--- src/rtl/debug_uart_pkg.sv ---
// Shared debug UART definitions: FSM encoding, frame/counter widths, divisor check.
// Used by both the transmit and receive paths.
package debug_uart_pkg;

    typedef enum logic [2:0] {
        ST_IDLE,
        ST_START,
        ST_DATA,
        ST_PARITY,
        ST_STOP
    } uart_state_e;

    localparam int DATA_BITS  = 8;
    localparam int BAUD_CNT_W = 16;
    localparam int BIT_CNT_W  = 3;

    function automatic bit divisor_ok(input int d);
        return (d >= 2) && (d <= 65535);
    endfunction

endpackage

--- src/rtl/debug_uart_tx_if.sv ---
// Byte handshake and line/status signals of the debug UART transmitter.
interface debug_uart_tx_if;
    import debug_uart_pkg::*;

    logic [DATA_BITS-1:0] tx_data;
    logic                 tx_valid;
    logic                 tx_ready;
    logic                 tx_serial;
    logic                 tx_busy;
    logic                 tx_done;

    modport master (
        output tx_data, tx_valid,
        input  tx_ready, tx_serial, tx_busy, tx_done
    );

    modport slave (
        input  tx_data, tx_valid,
        output tx_ready, tx_serial, tx_busy, tx_done
    );
endinterface

--- src/rtl/debug_uart_baud_tick.sv ---
// Bit-period counter: counts 0..DIVISOR-1 while running, tick_o in the wrap cycle.
// Held at zero when idle; restart_i forces it back to zero.
module debug_uart_baud_tick
    import debug_uart_pkg::*;
#(
    parameter int DIVISOR = 347
) (
    input  logic clk_in,
    input  logic reset,
    input  logic restart_i,
    input  logic run_i,
    output logic tick_o
);

    logic [BAUD_CNT_W-1:0] cnt_q, cnt_d;
    logic                  wrap;

    assign wrap   = (cnt_q == BAUD_CNT_W'(DIVISOR - 1));
    assign tick_o = run_i && wrap;

    always_comb begin
        cnt_d = cnt_q + 1'b1;
        if (restart_i || !run_i || wrap) begin
            cnt_d = '0;
        end
    end

    always_ff @(posedge clk_in or posedge reset) begin
        if (reset) begin
            cnt_q <= '0;
        end else begin
            cnt_q <= cnt_d;
        end
    end

endmodule

--- src/rtl/debug_uart_tx.sv ---
// Debug UART transmitter: one byte per handshake, 8 data bits LSB first, 1 or 2 stop bits.
// Define DEBUG_UART_PARITY_EN to insert a parity bit after bit 7.
module debug_uart_tx
    import debug_uart_pkg::*;
#(
    parameter int CLOCK_FREQ = 40000000,
    parameter int BAUDRATE   = 115200,
    parameter int STOP_BITS  = 1,
    parameter int PARITY_ODD = 0
) (
    input  logic           clk_in,
    input  logic           reset,
    debug_uart_tx_if.slave tx_if
);

    localparam int DIVISOR = CLOCK_FREQ / BAUDRATE;

    if (!divisor_ok(DIVISOR)) begin : g_bad_divisor
        $error("debug_uart_tx: DIVISOR %0d outside 2..65535", DIVISOR);
    end
    if (STOP_BITS != 1 && STOP_BITS != 2) begin : g_bad_stop
        $error("debug_uart_tx: STOP_BITS must be 1 or 2");
    end
    if (PARITY_ODD != 0 && PARITY_ODD != 1) begin : g_bad_parity
        $error("debug_uart_tx: PARITY_ODD must be 0 or 1");
    end

    uart_state_e          state_q, state_d;
    logic [BIT_CNT_W-1:0] bit_cnt_q, bit_cnt_d;
    logic [DATA_BITS-1:0] shreg_q, shreg_d;
    logic                 serial_q, serial_d;
    logic                 restart, tick, done;

`ifdef DEBUG_UART_PARITY_EN
    localparam logic ODD = (PARITY_ODD != 0);
    logic parity_q, parity_d;

    assign parity_d = (state_q == ST_IDLE) ? ((^tx_if.tx_data) ^ ODD) : parity_q;

    always_ff @(posedge clk_in or posedge reset) begin
        if (reset) parity_q <= 1'b0;
        else       parity_q <= parity_d;
    end
`endif

    debug_uart_baud_tick #(.DIVISOR(DIVISOR)) u_baud (
        .clk_in    (clk_in),
        .reset     (reset),
        .restart_i (restart),
        .run_i     (state_q != ST_IDLE),
        .tick_o    (tick)
    );

    always_comb begin
        state_d   = state_q;
        bit_cnt_d = bit_cnt_q;
        shreg_d   = shreg_q;
        serial_d  = serial_q;
        restart   = 1'b0;
        done      = 1'b0;
        case (state_q)
            ST_IDLE: begin
                serial_d = 1'b1;
                if (tx_if.tx_valid) begin
                    state_d   = ST_START;
                    shreg_d   = tx_if.tx_data;
                    serial_d  = 1'b0;
                    bit_cnt_d = '0;
                    restart   = 1'b1;
                end
            end
            ST_START: if (tick) begin
                state_d  = ST_DATA;
                serial_d = shreg_q[0];
                shreg_d  = {1'b0, shreg_q[DATA_BITS-1:1]};
            end
            ST_DATA: if (tick) begin
                if (bit_cnt_q == BIT_CNT_W'(DATA_BITS - 1)) begin
                    bit_cnt_d = '0;
`ifdef DEBUG_UART_PARITY_EN
                    state_d  = ST_PARITY;
                    serial_d = parity_q;
`else
                    state_d  = ST_STOP;
                    serial_d = 1'b1;
`endif
                end else begin
                    bit_cnt_d = bit_cnt_q + 1'b1;
                    serial_d  = shreg_q[0];
                    shreg_d   = {1'b0, shreg_q[DATA_BITS-1:1]};
                end
            end
`ifdef DEBUG_UART_PARITY_EN
            ST_PARITY: if (tick) begin
                state_d  = ST_STOP;
                serial_d = 1'b1;
            end
`endif
            ST_STOP: if (tick) begin
                if (bit_cnt_q == BIT_CNT_W'(STOP_BITS - 1)) begin
                    state_d  = ST_IDLE;
                    serial_d = 1'b1;
                    done     = 1'b1;
                end else begin
                    bit_cnt_d = bit_cnt_q + 1'b1;
                end
            end
            default: begin
                state_d  = ST_IDLE;
                serial_d = 1'b1;
            end
        endcase
    end

    always_ff @(posedge clk_in or posedge reset) begin
        if (reset) begin
            state_q   <= ST_IDLE;
            bit_cnt_q <= '0;
            shreg_q   <= '0;
            serial_q  <= 1'b1;
        end else begin
            state_q   <= state_d;
            bit_cnt_q <= bit_cnt_d;
            shreg_q   <= shreg_d;
            serial_q  <= serial_d;
        end
    end

    assign tx_if.tx_ready  = (state_q == ST_IDLE);
    assign tx_if.tx_busy   = (state_q != ST_IDLE);
    assign tx_if.tx_serial = serial_q;
    assign tx_if.tx_done   = done;

endmodule

--- src/flat_wrapper.sv ---
// flat-port wrapper written by rule: the top's interface ports become plain ports
module debug_uart_tx_flat import debug_uart_pkg::*;
#(
    parameter int CLOCK_FREQ = 40000000,
    parameter int BAUDRATE   = 115200,
    parameter int STOP_BITS  = 1,
    parameter int PARITY_ODD = 0
)
  (clk_in, reset, tx_if_tx_data, tx_if_tx_valid, tx_if_tx_ready, tx_if_tx_serial, tx_if_tx_busy, tx_if_tx_done);
  debug_uart_tx_if tx_if_i ();
  input  logic clk_in;
  input  logic reset;
  input wire logic [$bits(tx_if_i.tx_data)-1:0] tx_if_tx_data;
  input wire logic [$bits(tx_if_i.tx_valid)-1:0] tx_if_tx_valid;
  output wire logic [$bits(tx_if_i.tx_ready)-1:0] tx_if_tx_ready;
  output wire logic [$bits(tx_if_i.tx_serial)-1:0] tx_if_tx_serial;
  output wire logic [$bits(tx_if_i.tx_busy)-1:0] tx_if_tx_busy;
  output wire logic [$bits(tx_if_i.tx_done)-1:0] tx_if_tx_done;
  assign tx_if_i.tx_data = tx_if_tx_data;
  assign tx_if_i.tx_valid = tx_if_tx_valid;
  assign tx_if_tx_ready = tx_if_i.tx_ready;
  assign tx_if_tx_serial = tx_if_i.tx_serial;
  assign tx_if_tx_busy = tx_if_i.tx_busy;
  assign tx_if_tx_done = tx_if_i.tx_done;
  debug_uart_tx #(.CLOCK_FREQ(CLOCK_FREQ), .BAUDRATE(BAUDRATE), .STOP_BITS(STOP_BITS), .PARITY_ODD(PARITY_ODD)) u_core (.clk_in(clk_in), .reset(reset), .tx_if(tx_if_i));
endmodule
--- config.mk ---
export PLATFORM = sky130hd
export DESIGN_NAME = debug_uart_tx_flat
export DESIGN_NICKNAME = d
export VERILOG_FILES = /design/src/rtl/debug_uart_pkg.sv /design/src/rtl/debug_uart_tx_if.sv /design/src/rtl/debug_uart_baud_tick.sv /design/src/rtl/debug_uart_tx.sv /design/src/flat_wrapper.sv
export SDC_FILE = /design/constraint.sdc
export NUM_CORES = 1
export LEC_CHECK = 0
export BUFFER_PORTS_ARGS = -buffer_cell sky130_fd_sc_hd__buf_4
export CAP_MARGIN = 20
export CELL_PAD_IN_SITES_DETAIL_PLACEMENT = 1
export CELL_PAD_IN_SITES_GLOBAL_PLACEMENT = 1
export CORE_MARGIN = 2
export CORE_UTILIZATION = 48
export CTS_BUF_LIST = sky130_fd_sc_hd__clkbuf_2
export CTS_CLUSTER_SIZE = 40
export DETAILED_ROUTE_END_ITERATION = 8
export GPL_TIMING_DRIVEN = 0
export PLACE_DENSITY_LB_ADDON = 0.1
export SLEW_MARGIN = 15
export SYNTH_ARGS = -nofsm -noshare
export SYNTH_HDL_FRONTEND = slang
export SYNTH_SLANG_ARGS = --single-unit
export TNS_END_PERCENT = 20
--- constraint.sdc ---
create_clock -name clk_in -period 2.6 [get_ports clk_in]
set_input_delay 0.39 -clock clk_in [delete_from_list [all_inputs] [get_ports clk_in]]
set_output_delay 0.39 -clock clk_in [all_outputs]
set_load 0.02 [all_outputs]
# --- Word-level counts from Yosys, hierarchy flattened ---
# Index checks and enable logic that the tools add are counted.
word_totals:
  register_bits: 31
  output_inout_bits: 4
op_classes:
  n_addsub: 2
  n_eq_ne: 13
  muxes: 31
  n_reduce_logical: 13
op_table:
  columns: ["operator", "count"]
  rows:
  - ["$mux W3", 11]
  - ["$mux W8", 4]
  - ["$pmux W8 S3", 1]
  - ["$add A16 B1 Y16 const B", 1]
  - ["$eq A16 B9 Y1 const B", 1]
  - ["$mux W16", 1]
  - ["$pmux W3 S4", 1]
  - ["$mux W1", 11]
  - ["$ne A2 B1 Y1 const B", 5]
  - ["$reduce_and A5 Y1", 2]
  - ["$pmux W3 S3", 1]
  - ["$reduce_bool A3 Y1", 3]
  - ["$eq A3 B3 Y1 const B", 2]
  - ["$logic_not A3 Y1", 2]
  - ["$ne A2 B2 Y1 const B", 3]
  - ["$reduce_and A6 Y1", 1]
  - ["$pmux W1 S4", 1]
  - ["$reduce_and A4 Y1", 1]
  - ["$add A3 B1 Y3 const B", 1]
  - ["$eq A3 B1 Y1 const B", 1]
  - ["$eq A3 B2 Y1 const B", 1]
  - ["$logic_or A1 B1 Y1", 2]
  - ["$logic_and A1 B1 Y1", 1]
  - ["$logic_not A1 Y1", 1]

# --- Logic depth before layout (Yosys ltp) ---
logic_depth:
  depth_word: 5
  depth_mapped: 8
  mapped_depth_nobuf: 7

# --- Cells and area by module ---
# A second synthesis with hierarchy kept.
unflattened:
  cells_unflattened: 184
  area_unflattened_um2: 1791.7
modules_own_cells:
  columns: ["mod", "n_inst", "cells_each", "area_each_um2"]
  rows:
  - ["debug_uart_tx", 1, 99, 958.4]
  - ["debug_uart_baud_tick", 1, 85, 833.3]

# --- Worst setup path before layout ---
# Ideal clock, no wire load.
synth_timing:
  path_type: "register to output"
  from: "reg u_core.u_baud.cnt_q[0]"
  to: "out tx_if_tx_done"
  t_arrival_ps: 1884
  required_time_ps: 2210
  slack_ps: 326
  path_stages_with_launch: 6
  path_buffers: 0
  cell_sequence: "dfrtp_1 inv_1 ha_1 nor3b_1 nand4_4 nor4_1"
synth_between:
  elab_chain_len: 4
synth_rtl:
  columns: ["item", "line", "rtl"]
  rows:
  - ["start, declared", "debug_uart_baud_tick.sv:15", "logic [BAUD_CNT_W-1:0] cnt_q, cnt_d;"]
  - ["start signal, assigned", "debug_uart_baud_tick.sv:32", "cnt_q <= cnt_d;"]
  - ["$eq A16 B9 Y1", "debug_uart_baud_tick.sv:18", "assign wrap = (cnt_q == BAUD_CNT_W'(DIVISOR - 1));"]
  - ["$logic_and A1 B1 Y1", "debug_uart_baud_tick.sv:19", "assign tick_o = run_i && wrap;"]
  - ["$mux W1", "debug_uart_tx.sv:99", "ST_STOP: if (tick) begin"]
  - ["$mux W1", "debug_uart_tx.sv:61", "case (state_q)"]
  - ["end, declared", "flat_wrapper.sv:18", "output wire logic [$bits(tx_if_i.tx_done)-1:0] tx_if_tx_done;"]
# Every way passes these cells.

# --- Worst setup path in the final report ---
# Same ends and word-level chain as after synthesis.

==> out/qor.yml <==
status:
  status: "finished, final reports clean"
floorplanning:
  rows: 22
  fp.dieArea_sq_um: 4200
  core_sq_um: 3610
  die_y_um: 64.8
  initial_core_util_pct: 49.2
  io-pin-count: 15
  fp.dieW_um: 64.8
synth:
  synthArstFlopShare_pct: 100
  synth_nets: 186
  synth_seq_area_share_pct: 43.8
  avgSynthCellArea_sq_um: 10.4
  synth.distinct_cells: 40
  ys_warn_count: 0
  yosysTopAreaCell: "dfrtp_1"
  netlist_area_sq_um: 1770
  synth-edff-count: 0
  synth_area_leaders: "dfrtp_1 42%, mux2_4 5.9%, nor2_1 5.5%, xor2_1 4.9%, mux2_2 4.4%"
  synth_cells: 170
  synth_top_flop_cell: "dfrtp_1"
  synth_seq_cells: 31
  synth_top_area_share_pct: 42.3
worst_setup_path:
  path_buf_inv: 2
  endpoint_kind: "output port"
  critPathKind: "register to output port"
  worstPathRequired_ns: 2.21
  crit_fanout: 5
  cp-start-kind: "register"
  worst_path_max_delay_cell: "dfrtp_1"
  r2r_end: "u_core.shreg_q[6]"
  r2r_setup_slack_ns: 0.46
  cp.depth: 6
  max_stage_delay_ns: 0.46
  critPathArrivalTime_ns: 1.96
  worstSetupStartpoint: "u_core.u_baud.cnt_q[0]"
  ff2ff_path_depth: 8
  cp_top_family: "simple AND/OR/NAND/NOR gates"
  crit_end: "tx_if_tx_done"
  rr_startpoint: "u_core.u_baud.cnt_q[0]"
  crit_chain: "inv_1 -> ha_1 -> nor3b_2 -> nand4_4 -> nor4_2 -> buf_4"
global_route:
  grt_usage_pct: 21.2
  grt_first_pass_wirelength_um: 6670
  grt_pass1_vias: 1427
  antenna_found_initial: 0
  overflow: 0
  grt_max_degree: 19
cts:
  cts_num_sinks: 31
  clk_pin_slew_ns: 0.17
  clockRootBuffer: "clkbuf_2"
  numCtsBuffers: 5
  cts_max_level: 2
  cts_tree: "built"
  cts_max_path_buffers: 2
  clock_latency_ns: 0.38
power:
  p_per_area_nw_per_um2: 541
  power_switching_uw: 357
  pwr-share-comb_pct: 21.7
  clockPowerShare_pct: 20.6
  p_int_uw: 744
  ir_drop_mv: 0.311
  switching_share_pct: 32.4
  cellLeakagePower_uw: 0.000972
  p_seq_share_pct: 57.7
min_path:
  hp-class: "primary input to async pin"
cells_and_area:
  num_antenna_cells: 0
  register_area_sq_um: 777
  final_common_cell: "dfrtp_1"
  multi_input_area_sq_um: 955
  drive_above_1_share_pct: 26.8
  fillerInstances: 417
  areaGrowthSynthToFinish_pct: 14.7
  layout_common_cells: "30 x dfrtp_1, 26 x nor2_1, 18 x buf_4"
  final_nets: 210
  fin_area_sq_um: 2030
sta:
  rsz0062_at_grt: "false"
  min_period_ns: 2.35
  clock.fmax_ghz: 0.425
  whs_ns: 0.0722
  clock_skew_ns: 0.0221
  worst_slew_pin_slew_ns: 0.644
  max_slew_margin_pct: 57.0
  finalSetupViolations: 0
  drv_slew: 0
  setup_tns_ns: 0
  period_share_pct: 90.4
  hold_viol: 0
detailed_routing:
  finalWirelength_um: 3770
  drtIter0Drc: 34
  postRouteAntennaNets: 0
  firstDrtPassIters: 4
  post_drt_wl_per_cell_um: 15.6
  drc: 0
  vias: 1297
  via_per_inst: 5.36
placed_design:
  io_buffers: 14
  dpl.hpwl_um: 2800
  gp_congestion: 0.766
  postPlaceCellArea_sq_um: 1970
job:
  max-cap-violations: 0
## sequential cells by signal, indices dropped and copies added (netlist names)
signal and flops:
u_core.state_q 3, u_core.u_baud.cnt_q 16, u_core.bit_cnt_q 3, u_core.shreg_q 8, u_core.tx_if.tx_serial 1
## kinds of logic (layout without fill, tap and decap cells)
family          after synthesis  count (layout)  synth area share (%)
fa+ha+maj                     5               5                  3.53
mux                          17              17                  12.3
flops                        31              31                  43.8
compound gates               17              17                  6.56
xor+xnor                     15              15                  7.41
simple gates                 71              71                  22.9
buf+inv                      14              38                  3.46
## power by group through the flow
stage	combinational, uW	sequential [uW]	clock, uW
floorplan	179	622	0
global placement	215	636	0
detailed placement	233	644	0
CTS	237	635	236
global route	269	652	256
finish	239	635	227
## synthesized netlist by cell type (2+ instances only)
library cell and instances:
inv_1 8, nor2b_1 4, mux2_2 7, and2_1 2, dfrtp_1 30, xor2_1 10, nand4_1 4, buf_4 2
xnor2_1 5, nand3_1 9, nor4b_2 2, o21ai_0 5, nand2_1 10, and4_1 2, mux2i_1 2, clkbuf_1 3
ha_1 5, mux2_4 7, a21oi_1 5, nor2_1 26, nand2b_1 3
## worst min-delay path by stage
stage                            startpoint                end  slack (ns)  cells past startpoint
after CTS                             reset  u_core.state_q[1]        0.08                      2
after floorplan           u_core.shreg_q[7]  u_core.shreg_q[7]        0.46                      1
after global routing                  reset  u_core.state_q[1]        0.08                      2
after detailed placement  u_core.shreg_q[5]  u_core.shreg_q[5]        0.50                      1
final                                 reset  u_core.state_q[1]        0.07                      2
after global placement    u_core.shreg_q[7]  u_core.shreg_q[7]        0.48                      1
## stage by stage
step	cells	total power, uW	worst slack (ns)	utilization [%]
floorplan	170	800	0.326	-
finish	242	1100	0.249	56.4
CTS	240	1110	0.0790	55.6
global placement	232	851	0.416	53.7
global route	242	1180	0.0739	56.4
detailed placement	233	877	0.328	54.5
## metal layers
layer  global-route usage [%]  part of all wire, %
met5                        0                    0
met4                     9.57                  1.7
met3                     5.21                  2.5
met2                     33.4                   48
met1                     27.6                   47
## timing repair
action | 4_1_cts | 5_1_grt
buffers inserted | 0 | 2
endpoints found under the setup margin | 1 | 1
resized for setup | 1 | 2
hold buffers | 0 | 0
pin swaps | 0 | 1
## area by class of cell
class                   instances  area share, %
well taps                      48           2.95
flip-flops and latches         31           38.2
repair buffers                 17           7.26
inverters                       8           1.48
multi-input cells             125           46.9
plain buffers                   6           1.54
clock inverters                 2          0.431
clock buffers                   5           1.23
(Power assumes the default switching activity.)
